==> src/rtl/riscv_test_monitor.sv <==
// Run-completion monitor: watches fetch PCs for qualified self-loops on pass/fail addresses, with timeout.
// Optional trace buffer of recent fetch PCs enabled by defining RISCV_TEST_MONITOR_TRACE_EN.
module riscv_test_monitor #(
    parameter int NUM_WATCH    = 2,
    parameter int ADDR_W       = 32,
    parameter int CNT_W        = 32,
    parameter int TIMEOUT      = 100000,
    parameter int HOLD_FETCHES = 4,
    parameter int TRACE_DEPTH  = 8
) (
    input  logic                          clk_i,
    input  logic                          rst_ni,
    input  logic                          enable_i,
    input  logic                          clear_i,
    input  logic [NUM_WATCH*ADDR_W-1:0]   watch_addr_i,
    input  logic [NUM_WATCH-1:0]          watch_pass_i,
    input  logic                          fetch_valid_i,
    input  logic [ADDR_W-1:0]             fetch_pc_i,
    output logic                          done_o,
    output logic                          pass_o,
    output logic                          fail_o,
    output logic                          timeout_o,
    output logic [2:0]                    hit_idx_o,
    output logic [ADDR_W-1:0]             stop_pc_o,
    output logic [CNT_W-1:0]              cycles_o,
    output logic [CNT_W-1:0]              fetches_o,
    input  logic [$clog2(TRACE_DEPTH)-1:0] trace_idx_i,
    output logic [ADDR_W-1:0]             trace_pc_o
);

    localparam int HW = $clog2(HOLD_FETCHES + 1);
    localparam int TW = $clog2(TRACE_DEPTH);

    // IDLE: waiting for enable | RUN: counting and tracking | DONE: verdict held until clear
    typedef enum logic [1:0] {
        IDLE = 2'd0,
        RUN  = 2'd1,
        DONE = 2'd2
    } state_e;

    state_e            state_q;
    logic [CNT_W-1:0]  cycles_q, cycles_d;
    logic [CNT_W-1:0]  fetches_q, fetches_d;
    logic [2:0]        match_ch_q, match_ch_d;
    logic [HW-1:0]     match_cnt_q, match_cnt_d;
    logic [ADDR_W-1:0] last_pc_q;
    logic              done_q, pass_q, fail_q, timeout_q;
    logic [2:0]        hit_idx_q;
    logic [ADDR_W-1:0] stop_pc_q;

    logic              hit_any;
    logic [2:0]        hit_ch;
    logic              hit_pass;
    logic              counting;
    logic              fetch_cnt;
    logic              qualify;
    logic              timeout_hit;

    always_comb begin
        hit_any  = 1'b0;
        hit_ch   = '0;
        hit_pass = 1'b0;
        // Descending scan so the lowest matching channel is the one left standing.
        for (int j = NUM_WATCH - 1; j >= 0; j--) begin
            if (fetch_pc_i == watch_addr_i[j*ADDR_W +: ADDR_W]) begin
                hit_any  = 1'b1;
                hit_ch   = 3'(j);
                hit_pass = watch_pass_i[j];
            end
        end

        match_ch_d  = match_ch_q;
        match_cnt_d = match_cnt_q;
        if (!hit_any) begin
            match_cnt_d = '0;
        end else if ((hit_ch == match_ch_q) && (match_cnt_q != '0)) begin
            match_cnt_d = match_cnt_q + 1'b1;
        end else begin
            match_ch_d  = hit_ch;
            match_cnt_d = HW'(1);
        end

        counting    = (state_q == RUN) && enable_i;
        fetch_cnt   = counting && fetch_valid_i;
        qualify     = fetch_cnt && hit_any && (match_cnt_d == HW'(HOLD_FETCHES));
        cycles_d    = (&cycles_q)  ? cycles_q  : cycles_q + 1'b1;
        fetches_d   = (&fetches_q) ? fetches_q : fetches_q + 1'b1;
        timeout_hit = (TIMEOUT != 0) && (cycles_d == CNT_W'(TIMEOUT));
    end

    always_ff @(posedge clk_i or negedge rst_ni) begin
        if (!rst_ni) begin
            state_q     <= IDLE;
            cycles_q    <= '0;
            fetches_q   <= '0;
            match_ch_q  <= '0;
            match_cnt_q <= '0;
            last_pc_q   <= '0;
            done_q      <= 1'b0;
            pass_q      <= 1'b0;
            fail_q      <= 1'b0;
            timeout_q   <= 1'b0;
            hit_idx_q   <= '0;
            stop_pc_q   <= '0;
        end else if (clear_i) begin
            state_q     <= IDLE;
            cycles_q    <= '0;
            fetches_q   <= '0;
            match_ch_q  <= '0;
            match_cnt_q <= '0;
            last_pc_q   <= '0;
            done_q      <= 1'b0;
            pass_q      <= 1'b0;
            fail_q      <= 1'b0;
            timeout_q   <= 1'b0;
            hit_idx_q   <= '0;
            stop_pc_q   <= '0;
        end else begin
            case (state_q)
                IDLE: begin
                    if (enable_i) state_q <= RUN;
                end
                RUN: begin
                    if (enable_i) begin
                        cycles_q <= cycles_d;
                        if (fetch_valid_i) begin
                            fetches_q   <= fetches_d;
                            last_pc_q   <= fetch_pc_i;
                            match_ch_q  <= match_ch_d;
                            match_cnt_q <= match_cnt_d;
                        end
                        // A qualified hit on the timeout edge still counts as a real verdict.
                        if (qualify) begin
                            state_q   <= DONE;
                            done_q    <= 1'b1;
                            pass_q    <= hit_pass;
                            fail_q    <= !hit_pass;
                            hit_idx_q <= hit_ch;
                            stop_pc_q <= fetch_pc_i;
                        end else if (timeout_hit) begin
                            state_q   <= DONE;
                            done_q    <= 1'b1;
                            timeout_q <= 1'b1;
                            stop_pc_q <= fetch_valid_i ? fetch_pc_i : last_pc_q;
                        end
                    end
                end
                DONE: begin
                    state_q <= DONE;
                end
                default: state_q <= IDLE;
            endcase
        end
    end

    assign done_o    = done_q;
    assign pass_o    = pass_q;
    assign fail_o    = fail_q;
    assign timeout_o = timeout_q;
    assign hit_idx_o = hit_idx_q;
    assign stop_pc_o = stop_pc_q;
    assign cycles_o  = cycles_q;
    assign fetches_o = fetches_q;

`ifdef RISCV_TEST_MONITOR_TRACE_EN
    logic [ADDR_W-1:0] trace_q [TRACE_DEPTH];
    logic [TW-1:0]     wr_ptr_q;
    logic [TW:0]       fill_q;
    logic [TW-1:0]     rd_ptr;

    always_ff @(posedge clk_i or negedge rst_ni) begin
        if (!rst_ni) begin
            for (int i = 0; i < TRACE_DEPTH; i++) trace_q[i] <= '0;
            wr_ptr_q <= '0;
            fill_q   <= '0;
        end else if (clear_i) begin
            wr_ptr_q <= '0;
            fill_q   <= '0;
        end else if (fetch_cnt) begin
            trace_q[wr_ptr_q] <= fetch_pc_i;
            wr_ptr_q          <= wr_ptr_q + 1'b1;
            if (fill_q != (TW+1)'(TRACE_DEPTH)) fill_q <= fill_q + 1'b1;
        end
    end

    // fill_q masks stale entries left over from before a clear.
    assign rd_ptr     = wr_ptr_q - TW'(1) - trace_idx_i;
    assign trace_pc_o = ({1'b0, trace_idx_i} < fill_q) ? trace_q[rd_ptr] : '0;
`else
    logic unused_trace;
    assign unused_trace = ^trace_idx_i;
    assign trace_pc_o   = '0;
`endif

endmodule

==> config.mk <==
export PLATFORM = sky130hd
export DESIGN_NAME = riscv_test_monitor
export DESIGN_NICKNAME = d
export VERILOG_FILES = /design/src/rtl/riscv_test_monitor.sv
export SDC_FILE = /design/constraint.sdc
export NUM_CORES = 1
export LEC_CHECK = 0
export ABC_AREA = 1
export CAP_MARGIN = 20
export CORE_MARGIN = 4
export CORE_UTILIZATION = 45
export CTS_BUF_LIST = sky130_fd_sc_hd__clkbuf_16
export CTS_CLUSTER_DIAMETER = 40
export DETAILED_ROUTE_END_ITERATION = 12
export GPL_TIMING_DRIVEN = 0
export PLACE_DENSITY = 0.82
export RECOVER_POWER = 100
export SYNTH_ARGS = -nofsm -noshare
export SYNTH_HDL_FRONTEND = slang
export SYNTH_SLANG_ARGS = --single-unit
==> constraint.sdc <==
create_clock -name clk_i -period 2.4 [get_ports clk_i]
set_input_delay 0.24 -clock clk_i [delete_from_list [all_inputs] [get_ports clk_i]]
set_output_delay 0.24 -clock clk_i [all_outputs]
set_load 0.01 [all_outputs]
==> results of run 1 <==
==> worst max-delay path by stage <==
stage | to | from
3_3_place_gp | cycles_o[0] | rst_ni
5_1_grt | stop_pc_o[27] | cycles_o[7]
6_report | stop_pc_o[27] | cycles_o[0]
2_1_floorplan | stop_pc_o[10] | cycles_o[0]
3_5_place_dp | stop_pc_o[8] | fetch_pc_i[29]
4_1_cts | stop_pc_o[27] | cycles_o[1]
==> metal layers <==
| layer | vias to the layer above | wire length [um] | part of all wire [%] | GRT usage (%) |
|---|---|---|---|---|
| li1 | 4940 | - | - | - |
| met1 | 4799 | 12700 | 41 | 35.1 |
| met2 | 479 | 15200 | 48 | 45.8 |
| met3 | 56 | 2750 | 8.8 | 5.99 |
| met4 | 0 | 668 | 2.1 | 8.42 |
| met5 | - | 0 | 0 | 0 |
==> flip-flops by register name, summed over array words and instances, names as in the netlist <==
signal,count
last_pc_q,32
state_q,2
timeout_o,1
pass_o,1
stop_pc_o,32
hit_idx_o,1
cycles_o,32
fetches_o,32
done_o,1
fail_o,1
match_ch_q,1
match_cnt_q,3
==> power by group through the flow <==
stage | Clock (W) | Combinational [W] | Sequential [W]
global route | 0.00280 | 0.00174 | 0.00267
CTS | 0.00267 | 0.00154 | 0.00263
detailed placement | 0 | 0.00144 | 0.00267
global placement | 0 | 0.00141 | 0.00267
finish | 0.00266 | 0.00158 | 0.00265
floorplan | 0 | 0.000690 | 0.00271
==> final cells by class <==
class	instances	area (um^2)
buffer	76	479
clock buffer	17	425
sequential	139	3500
tap	265	332
timing repair buffer	264	2600
fill	1657	6340
multi-input combinational	1032	5270
clock inverter	14	153
inverter	163	617
==> worst max-delay path, delay by kind of cell (launching register included) <==
family                   cells  cell delay, ns
XOR/XNOR                     1            0.15
AND/OR/NAND/NOR             11            1.31
adder cells (fa/ha/maj)      1            0.18
buffers and inverters        3            0.45
flip-flops                   1            0.42
==> what timing repair did <==
item,CTS,global route
hold buffers,1,0
setup endpoints to repair,42,82
cloned,4,2
setup buffers,41,14
endpoints found under the hold margin,68,0
gates resized for setup,109,105
pin swaps,26,36
==> through the flow <==
stage	TNS, ns	setup WS (ns)
floorplan	0	0.0226
detailed placement	-28.92	-0.791
global placement	-671.88	-5.18
CTS	-2.50	-0.105
global route	-15.26	-0.309
finish	-5.96	-0.225
==> kinds of logic (layout without fill, tap and decap cells) <==
group | after synthesis | in the layout | share of synthesized area [%]
fa+ha+maj | 7 | 7 | 0.958
simple gates | 792 | 792 | 35.8
buf+inv | 242 | 534 | 11.8
xor+xnor | 38 | 38 | 3.64
flops | 139 | 139 | 38.1
other cells | 1 | 34 | 0.0410
compound gates | 160 | 160 | 9.53
mux | 1 | 1 | 0.110
==> cell usage after synthesis, types with 5 or more instances <==
cell / count
sky130_fd_sc_hd__a21oi_1: 28
sky130_fd_sc_hd__buf_1: 8
sky130_fd_sc_hd__buf_4: 37
sky130_fd_sc_hd__clkbuf_1: 27
sky130_fd_sc_hd__dfrtp_1: 139
sky130_fd_sc_hd__ha_1: 7
sky130_fd_sc_hd__inv_1: 155
sky130_fd_sc_hd__inv_2: 7
sky130_fd_sc_hd__nand2_1: 441
sky130_fd_sc_hd__nand2_2: 5
sky130_fd_sc_hd__nand3_1: 126
sky130_fd_sc_hd__nand4_1: 12
sky130_fd_sc_hd__nor2_1: 179
sky130_fd_sc_hd__nor3_1: 12
sky130_fd_sc_hd__o21ai_0: 93
sky130_fd_sc_hd__o22ai_1: 23
sky130_fd_sc_hd__o31ai_1: 7
sky130_fd_sc_hd__xnor2_1: 26
sky130_fd_sc_hd__xor2_1: 12
==> summary.txt, run 1 <==
Worst setup path
  – Maximum fanout along the worst path: 8
  – Type of the worst setup path: reg -> reg
  – CP cell instances: ha_4 > buf_4 > nand3_4 > nor2_4 > buf_4 > xor2_2 > nand3b_1 > nor2_1 > nand3_1 > nor2_2 > nand3_2 > nand3_4 > nand2_8 > clkbuf_16 > nand2_1 > nand2_1
  – Worst R2R End: stop_pc_o[27]
  – Required time of the critical path: 2.71 ns
  – Worst reg2reg startpoint: cycles_o[0]
  – Arr. time, crit path: 2.94 ns
  – Largest stage delay on the critical path: 0.42 ns
  – Startpoint type of the worst setup path: flip-flop
  – Endpoint class of the critical path: flip-flop
  – Number of cell instances on the worst register-to-register path: 16
  – Minimum setup slack among reg-to-reg paths: -0.22 ns
  – Slowest stage cell, crit path: sky130_fd_sc_hd__dfrtp_2

Clock network
  – Sinks on the clock net: 139
  – Number of buffers created by CTS: 17
  – Clock transition time at the flip-flop clock pins of the worst setup and hold paths: 0.06 ns
  – Buffer depth of the longest clock path: 2
  – Root buf cell: sky130_fd_sc_hd__clkbuf_16
  – Later-pin clock latency in the skew report: 0.43 ns
  – H-tree levels: 4
  – TritonCTS clock tree: yes

Logic synthesis
  – Share of synthesized area occupied by flip-flops and latches: 38.1%
  – Post-synthesis instance area: 9140 um^2
  – Fraction of post-synthesis cell area in the top cell type by area: 38.1%
  – Cell type with the largest total area after synthesis: sky130_fd_sc_hd__dfrtp_1
  – Number of warning messages in the yosys log: 0
  – Flip-flop and latch count after synthesis: 139
  – Proportion of register bits with asynchronous set or reset after synthesis: 100%
  – Count of unique library cells instantiated by Yosys: 39
  – Number of instances in the synthesized netlist: 1380
  – Syn_area_per_cell: 6.62 um^2
  – Top cells by area, synth: sky130_fd_sc_hd__dfrtp_1 (38%), sky130_fd_sc_hd__nand2_1 (18%), sky130_fd_sc_hd__nor2_1 (7.4%)
  – Top_reg_cell synth: sky130_fd_sc_hd__dfrtp_1
  – Number of enable flip-flop cells after synthesis: 0

GRT
  – Via count of the first global-routing pass: 9731
  – All-Layer GR Usage: 27.2%
  – Global-route wire length before repair: 48900 um
  – Sum of overflow across all layers after global routing: 0
  – Antenna violations before repair: 0
  – Maximum number of pins on one net before global-route repair: 72

STA
  – Final-layout worst hold slack: 0.300 ns
  – Final setup margin: -0.225 ns
  – Highest achievable clock rate: 381 MHz
  – Period utilization: 109%
  – Number of endpoints with negative hold slack in the final report: 0
  – Endpoints failing setup: 36
  – Relative slew margins: -17.3%
  – Setup repair after global routing missed its margin: true
  – Actual slew at the worst max-slew pin: 1.76 ns
  – Slew Viols, Final: 69
  – Post-route minimum period: 2.62 ns
  – Setup clock skew after layout: 0.0109 ns

Floorplanning
  – Die extent in y: 151 um
  – Width of the die: 151 um
  – Die outline area: 22700 um^2
  – Number of standard-cell rows in the floorplan: 51
  – Initial core utilization: 46.4%
  – Top-level I/O count: 241
  – Floorplan core area: 19700 um^2

Status
  – Run status: complete, but fails checks
  – Failing checks: capacitance limit, slew limit, setup timing

Drt
  – Number of vias after detailed routing: 10.3k
  – Drt first-iter violations: 1004
  – Antenna violation net count after detailed routing: 0
  – Number of iterations in the first detailed-routing pass: 6
  – Post-detailed-route DRC marker count: 0
  – Vias/cell: 5.22
  – Post-detailed-routing wire length: 31300 um
  – Post-detailed-route wirelength per cell: 15.9 um

Place
  – Routability congestion estimate: 0.925
  – Half-perimeter wire length after detailed placement: 22700 um
  – Port-buffer cells: 201
  – Cell Area, Placed: 11600 um^2
  – Cell count after placement: 1880

Layout
  – Most used cells in the layout excluding fill and tap cells: sky130_fd_sc_hd__nand2_1 (384), sky130_fd_sc_hd__inv_1 (153), sky130_fd_sc_hd__clkdlybuf4s50_1 (133), sky130_fd_sc_hd__nor2_1 (132), sky130_fd_sc_hd__dfrtp_1 (125)
  – Share of layout cells above drive strength 1: 17.7%
  – Final design area excluding fillers: 13400 um^2
  – Layout net count: 1806
  – Area growth from synthesis to layout: 46.3%
  – Final standard cell count with taps included and fillers excluded: 1970
  – Most common cell after layout, fill and taps aside: sky130_fd_sc_hd__nand2_1
  – Ant diodes: 0
  – Layout Utilization: 67.8%

Power
  – Fraction of power consumed by the clock network: 38.6%
  – Proportion of power drawn by flip-flops and latches: 38.5%
  – Power density cells: 515 nW/um^2
  – Total power: 0.00689 W
  – Cell-internal power: 0.00482 W
  – Pleak: 6.36 nW
  – Net switching power: 0.00208 W
  – Sw Ratio: 30.1%
  – Share of total power in combinational logic: 22.9%
  – Peak ir drop on the vdd network: 0.463 mV

Min path
  – Beginning of the worst hold path: fetch_pc_i[22]
  – Hold Crit Class: in -> reg
  – Cell depth of the worst hold path: 5
  – Worst hold path endpoint: last_pc_q[22]

Flow run
  – Max capacitance violation total: 1
Note: power is estimated with default switching activity, not from simulation.
==> inputs of run 2 (changes only) <==
--- a/config.mk
+++ b/config.mk
@@ -6,14 +6,13 @@
 export NUM_CORES = 1
 export LEC_CHECK = 0
 export ABC_AREA = 1
-export CAP_MARGIN = 20
 export CORE_MARGIN = 4
 export CORE_UTILIZATION = 45
 export CTS_BUF_LIST = sky130_fd_sc_hd__clkbuf_16
 export CTS_CLUSTER_DIAMETER = 40
 export DETAILED_ROUTE_END_ITERATION = 12
 export GPL_TIMING_DRIVEN = 0
-export PLACE_DENSITY = 0.82
+export PLACE_DENSITY = 0.75
 export RECOVER_POWER = 100
 export SYNTH_ARGS = -nofsm -noshare
 export SYNTH_HDL_FRONTEND = slang
==> run 2 against run 1 <==
  * The run ends with setup timing left
  * Non-clock buffer count rose by 7
  * Maximum frequency grew 0.43%
  * Clock skew decreased by 0.00080 ns
  * Sequential cell count did not move
  * Combinational power hardly changed
  * Total power up 2.4%
  * Count of clock-buffer cells in the layout unchanged
  * Hold slack got worse by 0.039 ns
  * Critical path depth unchanged
  * Worst setup slack improved by 0.011 ns
  * Sequential power barely moved
  * Final area up 2.3%
  * Largest power group unchanged
==> summary.txt, run 2 (same netlist as run 1, synthesis figures left out) <==
STA
  – Setup repair after global routing missed its margin: true
  – Actual slew at the worst max-slew pin: 1.12 ns
  – Setup clock skew after layout: 0.0101 ns
  – Endpoints failing setup: 35
  – Final-layout worst hold slack: 0.261 ns
  – Post-route minimum period: 2.61 ns
  – Final setup margin: -0.214 ns
  – Relative slew margins: 25.3%
  – Period utilization: 109%
  – Number of endpoints with negative hold slack in the final report: 0
  – Slew Viols, Final: 0
  – Highest achievable clock rate: 383 MHz

Worst setup path
  – Crit path from: cycles_o[5]
  – Required time of the critical path: 2.77 ns
  – Critical Path Most Common Cell: sky130_fd_sc_hd__nand2_1
  – Endpoint class of the critical path: flip-flop
  – Arr. time, crit path: 2.98 ns
  – Slowest stage cell, crit path: sky130_fd_sc_hd__dfrtp_1
  – Startpoint type of the worst setup path: flip-flop
  – CP cell instances: nand2_1 > nor2_4 > nand2_2 > o21ai_0 > nand2_1 > nor2_4 > nand2_4 > nor2_2 > nand2_1 > nor2_2 > nand3_2 > nand3_4 > buf_6 > buf_6 > nand3_2 > nand2_1
  – Worst reg2reg startpoint: cycles_o[5]
  – Maximum fanout along the worst path: 5
  – Largest stage delay on the critical path: 0.43 ns
  – Type of the worst setup path: reg -> reg

Floorplanning
  – Top-level I/O count: 241
  – Number of standard-cell rows in the floorplan: 51
  – Die extent in y: 151 um
  – Width of the die: 151 um
  – Die outline area: 22700 um^2
  – Initial core utilization: 46.4%
  – Floorplan core area: 19700 um^2

Power
  – Fraction of power consumed by the clock network: 39.8%
  – Total power: 0.00706 W
  – Power density cells: 516 nW/um^2
  – Net switching power: 0.00220 W
  – Share of total power in combinational logic: 22.8%
  – Sw Ratio: 31.2%
  – Cell-internal power: 0.00485 W
  – Proportion of power drawn by flip-flops and latches: 37.4%
  – Peak ir drop on the vdd network: 0.485 mV
  – Pleak: 6.49 nW

Min path
  – Beginning of the worst hold path: fetch_valid_i
  – Hold Crit Class: in -> reg

Flow run
  – Max capacitance violation total: 0

Layout
  – Most common cell after layout, fill and taps aside: sky130_fd_sc_hd__nand2_1
  – Area of all sequential standard cells: 3490 um^2
  – Share of layout cells above drive strength 1: 20.4%
  – Layout net count: 1814
  – Number of filler cells placed in the layout: 1648
  – Area of the multi-input gates: 5490 um^2
  – Ant diodes: 0
  – Final standard cell count with taps included and fillers excluded: 1979
  – Most used cells in the layout excluding fill and tap cells: sky130_fd_sc_hd__nand2_1 (376), sky130_fd_sc_hd__inv_1 (153), sky130_fd_sc_hd__dfrtp_1 (126), sky130_fd_sc_hd__clkdlybuf4s50_1 (125), sky130_fd_sc_hd__nor2_1 (120)
  – Area growth from synthesis to layout: 49.7%

Clock network
  – Root buf cell: sky130_fd_sc_hd__clkbuf_16
  – Later-pin clock latency in the skew report: 0.44 ns
  – TritonCTS clock tree: yes
  – Buffer depth of the longest clock path: 2
  – Sinks on the clock net: 139
  – H-tree levels: 4
  – Number of buffers created by CTS: 17
  – Clock transition time at the flip-flop clock pins of the worst setup and hold paths: 0.06 ns

Drt
  – Vias/cell: 5.19
  – Antenna violation net count after detailed routing: 0
  – Post-detailed-routing wire length: 31600 um
  – Post-detailed-route wirelength per cell: 16.0 um
  – Drt first-iter violations: 864
  – Post-detailed-route DRC marker count: 0
  – Number of vias after detailed routing: 10.3k
  – Number of iterations in the first detailed-routing pass: 6

GRT
  – Met2 global-route usage: 45.4%
  – Antenna violations before repair: 1
  – Sum of overflow across all layers after global routing: 0
  – Met3 layer usage reported by global route: 5.69%
  – Via count of the first global-routing pass: 9423
  – GR met1 Demand/Resource: 35.3%
  – Global routing's busiest layer: met2
  – All-Layer GR Usage: 27.1%
  – Maximum number of pins on one net before global-route repair: 79
  – Global-route wire length before repair: 48400 um

Place
  – Cell count after placement: 1880
  – Port-buffer cells: 201
  – Worst setup slack after placement: -0.830 ns
  – Routability congestion estimate: 0.951
  – Half-perimeter wire length after detailed placement: 22500 um

Status
  – Failing checks: setup timing
  – Run status: complete, but fails checks
## run 2: changes by cell type in the layout (fill, tap and decap cells not counted), moves of 4 or more
| cell | change |
|---|---|
| sky130_fd_sc_hd__nand2_4 | +6 |
| sky130_fd_sc_hd__dlymetal6s2s_1 | -4 |
| sky130_fd_sc_hd__clkinv_1 | -5 |
| sky130_fd_sc_hd__nand2_1 | -8 |
| sky130_fd_sc_hd__dlygate4sd3_1 | +9 |
| sky130_fd_sc_hd__nor2_2 | +7 |
| sky130_fd_sc_hd__nor2_1 | -12 |
| sky130_fd_sc_hd__clkdlybuf4s50_1 | -8 |
| sky130_fd_sc_hd__nand3_2 | +10 |
| sky130_fd_sc_hd__nor2_4 | +5 |
| sky130_fd_sc_hd__nand3_1 | -11 |
| sky130_fd_sc_hd__buf_4 | +4 |
## run 2: what timing repair did
action                                  in CTS  in global routing
endpoints found under the hold margin       77                  0
endpoints found under the setup margin      44                102
cloned                                       7                  1
hold buffers                                 1                  0
gates resized for setup                    118                153
pin swaps                                   37                 64
setup buffers                               38                 20
## run 2: power by group through the flow
stage	clock network, W	logic, W	registers, W
detailed placement	0	0.00144	0.00267
finish	0.00281	0.00161	0.00264
global placement	0	0.00141	0.00267
global route	0.00292	0.00176	0.00266
CTS	0.00282	0.00156	0.00263
floorplan	0	0.000690	0.00271
## run 2: routing by layer
metal  share of wire, %  wire [um]
met5              0.047         15
met4                2.0        640
met3                7.9       2510
met2                 49      15500
met1                 41      13000
## run 2: cell type report
class                   instances  area share [%]
plain buffers                  79            3.84
inverters                     163            4.51
clock inverters                15            1.38
multi-input cells            1033            40.1
clock buffers                  17            3.11
repair buffers                268            19.1
flip-flops and latches        139            25.5
well taps                     265            2.42
## run 2: critical path, delay by kind of cell, from the launching register on
family | cells | cell delay (ns)
compound gates | 1 | 0.19
simple gates | 13 | 1.63
flops | 1 | 0.43
buf+inv | 2 | 0.29
## run 2: final timing paths
| kind | slack (ns) | depth (start not counted) | endpoint |
|---|---|---|---|
| worst min register to register | 0.47 | 2 | stop_pc_o[29] |
| min in group asynchronous | 0.57 | 2 | stop_pc_o[8] |
| max in group asynchronous | 0.31 | 3 | cycles_o[17] |
| worst max-delay path | -0.21 | 16 | stop_pc_o[20] |
| worst max register to register | -0.21 | 16 | stop_pc_o[20] |
| worst min-delay path | 0.26 | 3 | match_cnt_q[1] |
## run 2: through the flow
step / util (%) / area, um^2 / setup TNS, ns
6_report: 69.4 / 13700 / -6.44
4_1_cts: 66.0 / 13000 / -1.61
3_3_place_gp: 58.9 / 11600 / -688.30
5_1_grt: 69.4 / 13700 / -9.79
2_1_floorplan: - / 9270 / 0
3_5_place_dp: 59.0 / 11600 / -30.11
==> inputs of run 3 (changes only) <==
--- a/config.mk
+++ b/config.mk
@@ -6,12 +6,14 @@
 export NUM_CORES = 1
 export LEC_CHECK = 0
 export ABC_AREA = 1
+export ABC_CLOCK_PERIOD_IN_PS = 2400
 export CORE_MARGIN = 4
 export CORE_UTILIZATION = 45
 export CTS_BUF_LIST = sky130_fd_sc_hd__clkbuf_16
 export CTS_CLUSTER_DIAMETER = 40
 export DETAILED_ROUTE_END_ITERATION = 12
 export GPL_TIMING_DRIVEN = 0
+export MAX_ROUTING_LAYER = met4
 export PLACE_DENSITY = 0.75
 export RECOVER_POWER = 100
 export SYNTH_ARGS = -nofsm -noshare
==> run 3 against run 2 <==
  * The flow finishes with violations (capacitance limit, slew limit, setup timing)
  * Via count about the same
  * Clock power shrank 9.6%
  * Total power down 4.1%
  * Sequential cell count unchanged
  * Largest power group is now sequential cells
  * Highest routed layer is now met4
==> summary.txt, run 3 (same netlist as run 1, synthesis figures left out) <==
Status
  – Run status: complete, but fails checks
  – Failing checks: capacitance limit, slew limit, setup timing

Layout
  – Number of filler cells placed in the layout: 1684
  – Most common cell after layout, fill and taps aside: sky130_fd_sc_hd__nand2_1
  – Most used cells in the layout excluding fill and tap cells: sky130_fd_sc_hd__nand2_1 (377), sky130_fd_sc_hd__inv_1 (153), sky130_fd_sc_hd__clkdlybuf4s50_1 (134), sky130_fd_sc_hd__nor2_1 (132), sky130_fd_sc_hd__dfrtp_1 (127)
  – Share of layout cells above drive strength 1: 17.9%
  – Layout Utilization: 68.1%
  – Area growth from synthesis to layout: 46.9%
  – Layout net count: 1812

Drt
  – Post-detailed-route DRC marker count: 0
  – Number of vias after detailed routing: 10.3k
  – Antenna violation net count after detailed routing: 0
  – Vias/cell: 5.19
  – Number of iterations in the first detailed-routing pass: 5
  – Post-detailed-route wirelength per cell: 15.4 um
  – Drt first-iter violations: 775
  – Post-detailed-routing wire length: 30500 um

Clock network
  – Buffer depth of the longest clock path: 2
  – Root buf cell: sky130_fd_sc_hd__clkbuf_16
  – Later-pin clock latency in the skew report: 0.44 ns
  – Number of buffers created by CTS: 17
  – Clock transition time at the flip-flop clock pins of the worst setup and hold paths: 0.07 ns
  – TritonCTS clock tree: yes
  – Sinks on the clock net: 139
  – H-tree levels: 4

Place
  – Routability congestion estimate: 0.976
  – Half-perimeter wire length after detailed placement: 22300 um
  – Port-buffer cells: 201

Flow run
  – Max capacitance violation total: 1

Floorplanning
  – Width of the die: 151 um
  – Initial core utilization: 46.4%
  – Floorplan core area: 19700 um^2
  – Top-level I/O count: 241
  – Die outline area: 22700 um^2
  – Die extent in y: 151 um
  – Number of standard-cell rows in the floorplan: 51

STA
  – Slew Viols, Final: 70
  – Final setup margin: -0.202 ns
  – Setup repair after global routing missed its margin: true
  – Setup clock skew after layout: 0.00911 ns
  – Relative slew margins: -20.3%
  – Highest achievable clock rate: 384 MHz
  – Endpoints failing setup: 36
  – Actual slew at the worst max-slew pin: 1.80 ns
  – Post-route minimum period: 2.60 ns
  – Period utilization: 108%
  – Number of endpoints with negative hold slack in the final report: 0

Worst setup path
  – Type of the worst setup path: reg -> reg
  – Number of cell instances on the worst register-to-register path: 18
  – Crit path from: cycles_o[0]
  – Minimum setup slack among reg-to-reg paths: -0.20 ns
  – Maximum fanout along the worst path: 8
  – Critical Path End: stop_pc_o[24]
  – Worst R2R End: stop_pc_o[24]
  – Endpoint class of the critical path: flip-flop
  – Required time of the critical path: 2.73 ns
  – Startpoint type of the worst setup path: flip-flop
  – Worst reg2reg startpoint: cycles_o[0]
  – Arr. time, crit path: 2.93 ns

Power
  – Power density cells: 504 nW/um^2
  – Total power: 0.00677 W
  – Peak ir drop on the vdd network: 0.496 mV
  – Pleak: 6.35 nW

Min path
  – Hold Crit Class: in -> reg

GRT
  – Global-route wire length before repair: 47400 um
  – All-Layer GR Usage: 27.2%
  – Sum of overflow across all layers after global routing: 0
  – Maximum number of pins on one net before global-route repair: 71
  – Via count of the first global-routing pass: 9476
  – Antenna violations before repair: 1
==> run 3: cell types whose count changed in the layout (fill, tap and decap cells not counted), sizes merged, moves of 2 or more <==
cell,before,now
clkinvlp,4,2
bufinv,3,0
clkdlybuf4s50,125,134
dlygate4sd3,72,63
inv,165,170
==> run 3: cell type report <==
cell class	count	area, um^2	area share, %
clock buffers	17	425	3.17
inverters	163	617	4.60
plain buffers	79	532	3.96
flip-flops and latches	139	3490	26.0
diodes	1	2.50	0.0186
clock inverters	15	129	0.960
multi-input cells	1032	5240	39.1
repair buffers	267	2650	19.7
well taps	265	332	2.47
==> run 3: critical path, stage by stage (launching register included) <==
cell and delay, ns:
sky130_fd_sc_hd__dfrtp_2 0.40, sky130_fd_sc_hd__ha_4 0.17, sky130_fd_sc_hd__nand2_4 0.05, sky130_fd_sc_hd__nor2_4 0.13, sky130_fd_sc_hd__nand2_4 0.08, sky130_fd_sc_hd__nor2_4 0.14
sky130_fd_sc_hd__nand2_4 0.12, sky130_fd_sc_hd__buf_16 0.17, sky130_fd_sc_hd__nand2_2 0.05, sky130_fd_sc_hd__nand2_1 0.06, sky130_fd_sc_hd__nor2_1 0.10, sky130_fd_sc_hd__nand3_1 0.12
sky130_fd_sc_hd__nor2_2 0.16, sky130_fd_sc_hd__nand3_2 0.13, sky130_fd_sc_hd__nand3_4 0.18, sky130_fd_sc_hd__nand2_8 0.14, sky130_fd_sc_hd__clkbuf_16 0.19, sky130_fd_sc_hd__nand2_1 0.05
sky130_fd_sc_hd__nand2_1 0.04
==> run 3: metrics by stage <==
step | area [um^2] | TNS, ns | hold WS (ns) | worst slack (ns) | instances
after floorplan | 9270 | 0 | -0.0556 | 0.0226 | 1413
after global placement | 11600 | -681.79 | 0.454 | -5.24 | 1879
after detailed placement | 11600 | -31.99 | 0.298 | -0.866 | 1880
after CTS | 13000 | -2.46 | 0.302 | -0.0918 | 1958
after global routing | 13400 | -11.43 | 0.254 | -0.332 | 1978
final | 13400 | -6.11 | 0.240 | -0.202 | 1978
==> run 3: routing by layer <==
metal	wire length (um)	part of all wire (%)	GRT usage, %
met4	695	2.3	9.19
met2	14500	48	43.8
met3	2690	8.8	5.72
met5	0	0	-
met1	12600	41	34.4
==> run 3: worst min path at each step <==
stage                       start              to  cells past startpoint
global placement    stop_pc_o[31]   stop_pc_o[31]                      2
detailed placement         rst_ni    stop_pc_o[8]                      1
finish              fetch_valid_i  match_cnt_q[1]                      3
CTS                 fetch_valid_i   last_pc_q[12]                      4
floorplan                  rst_ni     cycles_o[0]                      0
global route        fetch_valid_i  match_cnt_q[1]                      3
==> run 3: what timing repair did <==
| item | 4_1_cts | 5_1_grt |
|---|---|---|
| pin swaps | 25 | 25 |
| gates resized for setup | 110 | 100 |
| endpoints found under the setup margin | 43 | 101 |
| cloned | 3 | 1 |
| hold buffers | 1 | 0 |
| setup buffers | 42 | 18 |
| endpoints found under the hold margin | 69 | 0 |
==> run 3: report_power, final <==
group,total (W),switching [W],internal (W)
registers,0.00264,0.000119,0.00252
clock network,0.00254,0.00119,0.00136
logic,0.00158,0.000892,0.000692
total,0.00677,0.00220,0.00457
